===== src/rtl/amplificador.sv =====
// amplificador: registered 3-segment thermometer gain/level driver.
// The asynchronous gain code {A,B} is synchronised into the clk domain,
// registered as the target level, and shown on {S2,S1,S0} as a
// thermometer code (0->000, 1->001, 2->011, 3->111).
// Optional feature macro: AMPLIFICADOR_RAMP_EN. When it is defined, the level
// walks toward the target one step every RAMP_DIV cycles. When it is not
// defined, the level follows the target on every cycle and RAMP_DIV is ignored.
module amplificador #(
    parameter int SYNC_STAGES = 2,  // flops per input synchroniser, 2..4
    parameter int RAMP_DIV    = 4   // cycles per level step with ramp, 1..255
) (
    input  logic clk,
    input  logic rst_n,
    input  logic A,
    input  logic B,
    output logic S0,
    output logic S1,
    output logic S2
);

    // Reject illegal configurations at elaboration time.
    if (SYNC_STAGES < 2 || SYNC_STAGES > 4 || RAMP_DIV < 1 || RAMP_DIV > 255) begin : g_bad_param
        $error("amplificador: SYNC_STAGES must be 2..4 and RAMP_DIV must be 1..255");
    end

    // Thermometer encoding of a 2-bit level as {S2,S1,S0}.
    function automatic logic [2:0] therm(input logic [1:0] lvl);
        logic [2:0] t;
        t = 3'b000;
        case (lvl)
            2'd0: t = 3'b000;
            2'd1: t = 3'b001;
            2'd2: t = 3'b011;
            2'd3: t = 3'b111;
            default: t = 3'b000;
        endcase
        return t;
    endfunction

    logic [SYNC_STAGES-1:0] a_sync_q;
    logic [SYNC_STAGES-1:0] b_sync_q;
    logic [1:0]             target_q;
    logic [2:0]             seg_q;
    logic [2:0]             seg_d;

    // Input synchronisers: each input shifts through its own flop chain.
    // NOTE: all clocked state uses non-blocking assignments, so every flop
    // samples the value its neighbour held before the clock edge.
    always_ff @(posedge clk or negedge rst_n) begin
        if (!rst_n) begin
            a_sync_q <= '0;
            b_sync_q <= '0;
        end else begin
            a_sync_q <= {a_sync_q[SYNC_STAGES-2:0], A};
            b_sync_q <= {b_sync_q[SYNC_STAGES-2:0], B};
        end
    end

    // Target register: the synchronised gain code, registered once more.
    always_ff @(posedge clk or negedge rst_n) begin
        if (!rst_n) begin
            target_q <= 2'd0;
        end else begin
            target_q <= {a_sync_q[SYNC_STAGES-1], b_sync_q[SYNC_STAGES-1]};
        end
    end

`ifdef AMPLIFICADOR_RAMP_EN
    localparam logic [7:0] RAMP_LAST = 8'(RAMP_DIV - 1);

    logic [1:0] level_q;
    logic [1:0] level_d;
    logic [7:0] pre_q;
    logic [7:0] pre_d;

    // Ramp step logic: the prescaler runs only while level and target differ.
    // Direction is re-evaluated every cycle, so a target change mid-ramp
    // keeps the running count.
    // NOTE: every signal driven here gets a default first so no latch is inferred.
    always_comb begin
        level_d = level_q;
        pre_d   = 8'd0;
        if (level_q != target_q) begin
            if (pre_q == RAMP_LAST) begin
                pre_d   = 8'd0;
                level_d = (target_q > level_q) ? level_q + 2'd1 : level_q - 2'd1;
            end else begin
                pre_d = pre_q + 8'd1;
            end
        end
    end

    // Level and prescaler registers.
    always_ff @(posedge clk or negedge rst_n) begin
        if (!rst_n) begin
            level_q <= 2'd0;
            pre_q   <= 8'd0;
        end else begin
            level_q <= level_d;
            pre_q   <= pre_d;
        end
    end

    // Outputs are a registered decode of the ramped level.
    always_comb begin
        seg_d = therm(level_q);
    end
`else
    // Without the ramp, the level equals the target. seg_q is then the level
    // register itself, held in thermometer form.
    always_comb begin
        seg_d = therm(target_q);
    end
`endif

    // Output register: S0..S2 always come directly from flops, so a decode
    // glitch can never reach the amplifier enables.
    always_ff @(posedge clk or negedge rst_n) begin
        if (!rst_n) begin
            seg_q <= 3'b000;
        end else begin
            seg_q <= seg_d;
        end
    end

    assign S0 = seg_q[0];
    assign S1 = seg_q[1];
    assign S2 = seg_q[2];

endmodule


===== config.mk =====
export PLATFORM = sky130hd
export DESIGN_NAME = amplificador
export DESIGN_NICKNAME = d
export VERILOG_FILES = /design/src/rtl/amplificador.sv
export SDC_FILE = /design/constraint.sdc
export NUM_CORES = 1
export LEC_CHECK = 0
export CORE_AREA = 3 3 40 42
export CTS_CLUSTER_SIZE = 28
export DETAILED_ROUTE_END_ITERATION = 10
export DIE_AREA = 0 0 43 45
export PLACE_DENSITY = 0.36
export SLEW_MARGIN = 20
export SYNTH_ARGS = -nofsm -noshare
export SYNTH_HDL_FRONTEND = slang
export SYNTH_SLANG_ARGS = --single-unit

===== constraint.sdc =====
create_clock -name clk -period 0.9 [get_ports clk]
set_input_delay 0.225 -clock clk [delete_from_list [all_inputs] [get_ports clk]]
set_output_delay 0.225 -clock clk [all_outputs]
set_load 0.02 [all_outputs]

==> impl_metrics.yaml <==
timing:
  rsz0062_at_grt: "true"
  fin_crit_sh_pct: 109
  setup_viol: 3
  min_period_ns: 0.983
  finalHoldViolations: 0
  fin_skew_ns: 0.00238
  finalSetupTns_ns: -0.234
  slew_violations: 0
  fmax_mhz: 1020
  maxSlewHeadroom_pct: 92.1
  setup_ws_ns: -0.0828
  tightestPinTransition_ns: 0.119
place:
  gp_congestion: 0.565
  io_buffers: 6
  place_area_um2: 325
cts:
  clock_latency_ns: 0.25
  cts_max_level: 1
  post-cts-setup-buffer-count: 0
  clock-root-buffer: "clkbuf_4"
  cts_buffers: 3
  clk_path_buf_depth: 2
  cts_tree: "yes"
  path_clk_slew_ns: 0.06
  clkSinkCount: 9
setup_path:
  cpPeakStageDelay_ns: 0.38
  path_delay_family: "flip-flops"
  worst_ep_required_time_ns: 0.67
  worstSetupStartpointType: "flop"
  timing.rr.start: "target_q[1]$_DFF_PN0_"
  regToRegEndpoint: "seg_q[0]$_DFF_PN0_"
  crit_fanout: 1
  end_kind: "primary output"
  crit_path_start: "seg_q[1]$_DFF_PN0_"
  critPathKind: "flop to primary output"
  rr_worst_depth: 1
  worst_ep_arrival_time_ns: 0.76
  slowest_stage: "dfrtp_1"
  cp_cell_sequence: "buf_6"
  ff2ff_setup_slack_ns: 0.19
  worst-path-buf-inv: 1
routing:
  detail-route-antenna-nets: 0
  drt_wl_total_um: 325
  drc: 0
  avgViaCountPerCell: 3.46
  drt_pass1_iterations: 1
  vias: 128
  drt_iter0_markers: 0
  wl_per_cell_um: 8.78
grt:
  grt_max_degree: 10
  grt_pass1_vias: 154
  grt_use_total_pct: 5.15
  grt-ovfl-total: 0
  antenna_found_initial: 0
  grt_pass1_wl_um: 614
yosys:
  synth_area_leader_cell: "dfrtp_1"
  synth_cells: 12
  synth_seq_area_share_pct: 92.8
  synth_area_um2: 243
  synth.top_cells.by_area: "dfrtp_1 (93%), and2_2 (3.1%), or2_1 (2.6%)"
  yosys.area.top_type_share_pct: 92.8
  yosys_warnings: 0
  synth_fp_nets: 16
  ys_ff_latch: 9
  synth_cell_types: 4
  syn_area_per_cell_um2: 20.2
pwr:
  p_leak_nw: 0.160
  ir_drop_v: 0.000547
  power_density_mw_per_mm2: 2200
hold_path:
  hold_class: "primary input to asynchronous set/reset pin"
final_layout:
  nets: 27
  final_common_cell: "dfrtp_1"
  synthToLayoutAreaGrowth_pct: 46.4
  final_area_um2: 355
  layout-drive-gt1-share_pct: 36.4
  antennaDiodeCount: 0
  most-common-layout-cells: "dfrtp_1 (9), clkbuf_4 (3), clkdlybuf4s50_1 (3), buf_6 (3)"
floorplan:
  die_w_um: 43
  die_area_mm2: 0.00194
  initial_utilization_pct: 18.9
  chipHeight_um: 45
  core_area_mm2: 0.00128
  fp-row-count: 13
  num_io_pins: 7
job:
  maxCapViolations: 0
status:
  status: "finished, violations left"
  violations: "negative setup slack"
[cell families (layout without fill, tap and decap cells)]
| kind of cell | after synthesis | in the layout | share of synthesized area, % |
|---|---|---|---|
| DFF | 9 | 9 | 92.8 |
| buffers and inverters | 1 | 11 | 1.54 |
| and+or+nand+nor | 2 | 2 | 5.67 |
[power breakdown]
part / switching, W / internal, W
Combinational: 0.0000210 / 0.0000294
Sequential: 0.00000738 / 0.000425
Clock: 0.000129 / 0.000170
Total: 0.000157 / 0.000625
[sequential cells by signal, indices dropped and copies added, names as in the netlist]
name and cells:
target_q 2, a_sync_q 2, b_sync_q 2, seg_q 3
[routing by layer]
| metal | share of wire, % | track usage [%] | vias up |
|---|---|---|---|
| met5 | 0 | 0 | - |
| met3 | 15 | 3.98 | 0 |
| met2 | 46 | 5.39 | 7 |
| li1 | - | - | 54 |
| met1 | 39 | 5.28 | 67 |
| met4 | 0 | 7.23 | 0 |
[synthesized netlist by cell type]
cell,n
or2_1,1
and2_2,1
clkbuf_1,1
dfrtp_1,9
[how the worst max path moves through the flow]
stage	endpoint	slack, ns	cells after the start
2_1_floorplan	seg_q[0]$_DFF_PN0_	0.21	1
3_3_place_gp	S2	-0.22	1
3_5_place_dp	S1	-0.24	1
4_1_cts	S1	-0.11	1
5_1_grt	S0	-0.13	1
6_report	S1	-0.08	1
[layout make-up]
type | count | area, µm²
Timing Repair Buffer | 7 | 71.3
Sequential cell | 9 | 225
Multi-Input combinational cell | 2 | 13.8
Clock buffer | 4 | 26.3
Fill cell | 138 | 930
Tap cell | 15 | 18.8
[repair_timing]
item | 4_1_cts | 5_1_grt
hold buffers | 0 | 0
resized for setup | 18 | 0
pin swaps | 0 | 0
hold endpoints to repair | 0 | 0
setup endpoints to repair | 3 | 3
[metrics by stage]
step / power [W] / util [%] / std cells / worst slack, ns / hold WS, ns
after CTS: 0.000807 / 27.7 / 37 / -0.105 / 0.252
after global placement: 0.000487 / 25.3 / 33 / -0.220 / 0.334
after floorplan: 0.000451 / - / 12 / 0.212 / -0.0706
after detailed placement: 0.000489 / 25.3 / 33 / -0.238 / 0.338
final: 0.000782 / 27.7 / 37 / -0.0828 / 0.259
after global routing: 0.000831 / 27.7 / 37 / -0.126 / 0.277
No activity file was read; power rests on OpenSTA's default activity.
